## src/rtl/fetch_sequencer_rv32i.sv

```systemverilog
// Instruction-fetch sequencer: issues in-order word fetches, queues returned
// instructions with their PCs, and discards in-flight responses on redirect.
module fetch_sequencer_rv32i #(
  parameter logic [31:0] RESET_PC    = 32'h0000_0000,
  parameter int unsigned QUEUE_DEPTH = 2
) (
  input  logic        clk,
  input  logic        rst,
  output logic        imem_req_valid,
  input  logic        imem_req_ready,
  output logic [31:0] imem_req_addr,
  input  logic        imem_rsp_valid,
  input  logic [31:0] imem_rsp_data,
  input  logic        redirect_valid,
  input  logic [31:0] redirect_pc,
  output logic        inst_valid,
  input  logic        inst_ready,
  output logic [31:0] inst_out,
  output logic [31:0] inst_pc
);

  localparam int unsigned PtrW = $clog2(QUEUE_DEPTH);
  localparam int unsigned CntW = PtrW + 1;
  localparam logic [CntW-1:0] Depth  = CntW'(QUEUE_DEPTH);
  localparam logic [CntW-1:0] CntOne = CntW'(1);
  localparam logic [PtrW-1:0] PtrOne = PtrW'(1);

  typedef enum logic [1:0] {StBoot, StRun, StFlush} state_e;

  state_e          state_q, state_d;
  logic [31:0]     fetch_pc_q, fetch_pc_d;
  logic [31:0]     rsp_pc_q, rsp_pc_d;
  logic [CntW-1:0] outstanding_q, outstanding_d;
  logic [CntW-1:0] drop_cnt_q, drop_cnt_d;
  logic [CntW-1:0] count_q, count_d;
  logic [PtrW-1:0] rd_ptr_q, rd_ptr_d;
  logic [PtrW-1:0] wr_ptr_q, wr_ptr_d;
  logic [31:0]     data_q [QUEUE_DEPTH];
  logic [31:0]     pc_q   [QUEUE_DEPTH];

  logic            redirect, accept, push, pop;
  logic [CntW-1:0] inflight;
  logic [31:0]     redirect_aligned;

  assign redirect         = redirect_valid && (state_q != StBoot);
  assign redirect_aligned = {redirect_pc[31:2], 2'b00};

  // Queue slots and in-flight requests share one credit pool, so the queue cannot overflow.
  assign imem_req_valid = (state_q == StRun) && ((outstanding_q + count_q) < Depth);
  assign imem_req_addr  = fetch_pc_q;
  assign accept         = imem_req_valid && imem_req_ready;

  assign inflight = outstanding_q + CntW'(accept) - CntW'(imem_rsp_valid);
  assign push     = imem_rsp_valid && !redirect && (drop_cnt_q == '0);
  assign pop      = inst_valid && inst_ready && !redirect;

  assign inst_valid = (count_q != '0);
  assign inst_out   = data_q[rd_ptr_q];
  assign inst_pc    = pc_q[rd_ptr_q];

  always_comb begin
    state_d       = state_q;
    fetch_pc_d    = fetch_pc_q;
    rsp_pc_d      = rsp_pc_q;
    outstanding_d = inflight;
    drop_cnt_d    = drop_cnt_q;
    rd_ptr_d      = rd_ptr_q;
    wr_ptr_d      = wr_ptr_q;
    count_d       = count_q + CntW'(push) - CntW'(pop);

    if (accept) fetch_pc_d = fetch_pc_q + 32'd4;
    if (imem_rsp_valid && (drop_cnt_q != '0)) drop_cnt_d = drop_cnt_q - CntOne;
    if (push) begin
      wr_ptr_d = wr_ptr_q + PtrOne;
      rsp_pc_d = rsp_pc_q + 32'd4;
    end
    if (pop) rd_ptr_d = rd_ptr_q + PtrOne;

    // Everything still in flight after this cycle belongs to the old stream,
    // including a request accepted in the redirect cycle itself.
    if (redirect) begin
      fetch_pc_d = redirect_aligned;
      rsp_pc_d   = redirect_aligned;
      drop_cnt_d = inflight;
      rd_ptr_d   = '0;
      wr_ptr_d   = '0;
      count_d    = '0;
    end

    unique case (state_q)
      StBoot:  state_d = StRun;
      StRun:   if (redirect && (drop_cnt_d != '0)) state_d = StFlush;
      StFlush: if (drop_cnt_d == '0) state_d = StRun;
      default: state_d = StBoot;
    endcase
  end

  always_ff @(posedge clk or posedge rst) begin
    if (rst) begin
      state_q       <= StBoot;
      fetch_pc_q    <= RESET_PC;
      rsp_pc_q      <= RESET_PC;
      outstanding_q <= '0;
      drop_cnt_q    <= '0;
      count_q       <= '0;
      rd_ptr_q      <= '0;
      wr_ptr_q      <= '0;
      for (int unsigned i = 0; i < QUEUE_DEPTH; i++) begin
        data_q[i] <= '0;
        pc_q[i]   <= '0;
      end
    end else begin
      state_q       <= state_d;
      fetch_pc_q    <= fetch_pc_d;
      rsp_pc_q      <= rsp_pc_d;
      outstanding_q <= outstanding_d;
      drop_cnt_q    <= drop_cnt_d;
      count_q       <= count_d;
      rd_ptr_q      <= rd_ptr_d;
      wr_ptr_q      <= wr_ptr_d;
      if (push) begin
        data_q[wr_ptr_q] <= imem_rsp_data;
        pc_q[wr_ptr_q]   <= rsp_pc_q;
      end
    end
  end

  assert property (@(posedge clk) disable iff (rst) !(push && (count_q == Depth)));

endmodule

```

## config.mk

```make
export PLATFORM = sky130hd
export DESIGN_NAME = fetch_sequencer_rv32i
export DESIGN_NICKNAME = d
export VERILOG_FILES = /design/src/rtl/fetch_sequencer_rv32i.sv
export SDC_FILE = /design/constraint.sdc
export NUM_CORES = 1
export LEC_CHECK = 0
export BUFFER_PORTS_ARGS = -buffer_cell sky130_fd_sc_hd__buf_2
export CAP_MARGIN = 15
export CORE_MARGIN = 2
export CORE_UTILIZATION = 50
export DETAILED_ROUTE_END_ITERATION = 8
export PLACE_DENSITY = 0.83
export SETUP_SLACK_MARGIN = 0.3
export SYNTH_ARGS = -nofsm -noshare
export SYNTH_HDL_FRONTEND = slang
export SYNTH_SLANG_ARGS = --single-unit
```

## constraint.sdc

```tcl
create_clock -name clk -period 7.4 [get_ports clk]
set_clock_uncertainty 0.05 [all_clocks]
set_input_delay 0.74 -clock clk [delete_from_list [all_inputs] [get_ports clk]]
set_output_delay 0.74 -clock clk [all_outputs]
set_load 0.01 [all_outputs]
```

==> flow_metrics.env <==
export IMPL_synth_seq_cells=194
export IMPL_peakVddDrop_mv=0.261
export IMPL_start_util_pct=50.8
export IMPL_wl_per_cell_um=17.1
export IMPL_dp_hpwl_um=13000
export IMPL_powerDensity_mw_per_mm2=447
export IMPL_synthDistinctLibCells=40
export IMPL_die_h_um=139
export IMPL_place_area_mm2=0.0101
export IMPL_layout_cells_non_filler=1142
export IMPL_holdBufCountCts=0
export IMPL_period_minus_slack_ps=3020
export IMPL_worstPathRequired_ps=7650
export IMPL_yosysWarningCount=0
export IMPL_dr_first_iter_drc_count=389
export IMPL_cts_sinks=194
export IMPL_pin_count=168
export IMPL_async_flop_share_pct=100
export IMPL_clk_pin_slew_worst_paths_ps=70
export IMPL_tns_ps=0
export IMPL_p_leak_nw=4.70
export IMPL_hold_viol_final=0
export IMPL_slew_violations=0
export IMPL_slew_headroom_pct=32.0
export IMPL_die_area_mm2=0.0194
export IMPL_arrival_ps=3270
export IMPL_antenna_found_initial=0
export IMPL_vias_per_cell=5.55
export IMPL_syn_avg_cell_area_um2=12.1
export IMPL_num_antenna_cells=0
export IMPL_core_area_mm2=0.0180
export IMPL_final_layout_size_suffix_gt1_share_pct=42.3
export IMPL_first_pass_iters=4
export IMPL_yosysTopAreaCell="dfrtp_1"
export IMPL_worstSkewPairLatency_ps=420
export IMPL_max_clock_path_buffers=2
export IMPL_rsz0062_at_grt="false"
export IMPL_gr_usage_all_layers_pct=20.7
export IMPL_postRouteAntennaNets=0
export IMPL_io_buffers=161
export IMPL_post_cts_buffers=0
export IMPL_ys_seq_area_share_pct=53.2
export IMPL_fillers=1451
export IMPL_final_nets=978
export IMPL_ys_top_cells_by_area="dfrtp_1, mux2_2, xnor2_1"
export IMPL_globalplace_congestion=0.783
export IMPL_cp_end_kind="flop"
export IMPL_grt_overflow=0
export IMPL_yosysMostFrequentCell="dfrtp_1"
export IMPL_post_synth_instance_area_mm2=0.00913
export IMPL_cts_resized=0
export IMPL_min_path_type="in -> async"
export IMPL_syn_to_final_growth_pct=17.3
export IMPL_vias=6342
export IMPL_fmax_mhz=331
export IMPL_path_max_fanout=95
export IMPL_grt_pass1_vias=6376
export IMPL_crit_type="reg -> reg"
export IMPL_worstMarginPinSlew_ps=1020
export IMPL_synth_main_ff_cell="dfrtp_1"
export IMPL_cts_max_level=4
export IMPL_route_detailed_drc=0
export IMPL_syn_inst=756
export IMPL_max_cap_viol_count=0
export IMPL_cts_buffers=17
export IMPL_grt_pass1_wl_um=32600
export IMPL_wl_um=19500
export IMPL_tritoncts="built"
export IMPL_yosysTopAreaCellShare_pct=53.2
export IMPL_whs_ps=391
export IMPL_synthTopCellsByCount="dfrtp_1, mux2_2, nor2_1, a21oi_1, xnor2_1"
export IMPL_synth_edf_count=0
export IMPL_die_w_um=139
export IMPL_power_mw=4.79
export IMPL_start_kind="flop"
export IMPL_placed_cells=1111
export IMPL_grt_max_degree=113
export IMPL_design_area_mm2=0.0107
export IMPL_setup_viol=0
export IMPL_period_share_pct=40.8
export IMPL_ctsRootBufferMaster="clkbuf_16"
export IMPL_rows=49
export IMPL_status="finished, final reports clean"
==> per-stage QoR <==
step	utilization, %	setup slack [ps]
6_report	59.6	4380
5_1_grt	59.6	4100
4_1_cts	59.6	4320
3_5_place_dp	56.3	3990
3_3_place_gp	56.3	4040
2_1_floorplan	-	1330
==> cell type report <==
| class | instances | area [um2] | area share [%] |
|---|---|---|---|
| Tap cell | 229 | 287 | 2.68 |
| Inverter | 17 | 71.3 | 0.666 |
| Clock buffer | 21 | 450 | 4.21 |
| Clock inverter | 10 | 150 | 1.40 |
| Multi-Input combinational cell | 504 | 4040 | 37.8 |
| Timing Repair Buffer | 167 | 851 | 7.94 |
| Sequential cell | 194 | 4860 | 45.3 |
==> worst max-delay path, cell delays in order, from the launching register on <==
cell and delay [ps]:
dfrtp_1 460, o21ai_4 140, buf_4 680, nand3_1 300, nor2_4 140, buf_4 670, mux2_2 420
==> placed cells by master, fill, tap and decap left out, drive strengths merged, types with 20 or more instances in the layout <==
cell	count
a31oi	22
nand3	21
a21oi	42
nor2	50
inv	20
xnor2	33
dfrtp	194
buf	167
clkbuf	21
mux2	181
nand2	26
==> worst paths after layout <==
check / from / slack [ps] / endpoint / cells after the start
max in group asynchronous: rst / 5280 / rd_ptr_q / 3
worst min-delay path: rst / 390 / data_q[3] / 2
worst max-delay path: state_q[1] / 4380 / pc_q[46] / 6
worst max register to register: state_q[1] / 4380 / pc_q[46] / 6
worst min register to register: pc_q[4] / 430 / pc_q[4] / 2
min in group clk: pc_q[4] / 430 / pc_q[4] / 2
==> kinds of logic (layout without fill, tap and decap cells) <==
| kind of cell | count (synthesis) | count (layout) | share of synthesized area [%] |
|---|---|---|---|
| flip-flops | 194 | 194 | 53.2 |
| multiplexers | 183 | 183 | 22.5 |
| AND/OR/NAND/NOR | 169 | 169 | 9.86 |
| AO/OA/AOI/OAI | 97 | 97 | 6.14 |
| buffers and inverters | 61 | 215 | 2.84 |
| XOR/XNOR | 44 | 44 | 4.43 |
| adder cells (fa/ha/maj) | 7 | 7 | 0.960 |
| other | 1 | 4 | 0.0411 |
==> power by group <==
part / switching, mW / leakage [nW] / total [mW] / internal (mW)
sequential: 0.404 / 2.30 / 1.97 / 1.56
combinational: 0.917 / 2.12 / 1.88 / 0.965
clock: 0.394 / 0.282 / 0.939 / 0.545
total: 1.72 / 4.70 / 4.79 / 3.07
==> sequential cells by signal, indices dropped and copies added, names as in the netlist, 2 cells and up <==
register and flops:
outstanding_q 2, count_q 2, imem_req_addr 30, rsp_pc_q 30, pc_q 60, drop_cnt_q 2, state_q 2, data_q 64
==> per-layer routing <==
metal	vias up	GRT usage [%]	wire, um
met5	-	0	0
li1	3013	-	-
met1	3160	29.1	9000
met4	0	4.52	118
met2	163	32.8	9260
met3	6	5.28	1140
No activity file was read; power rests on OpenSTA's default activity.
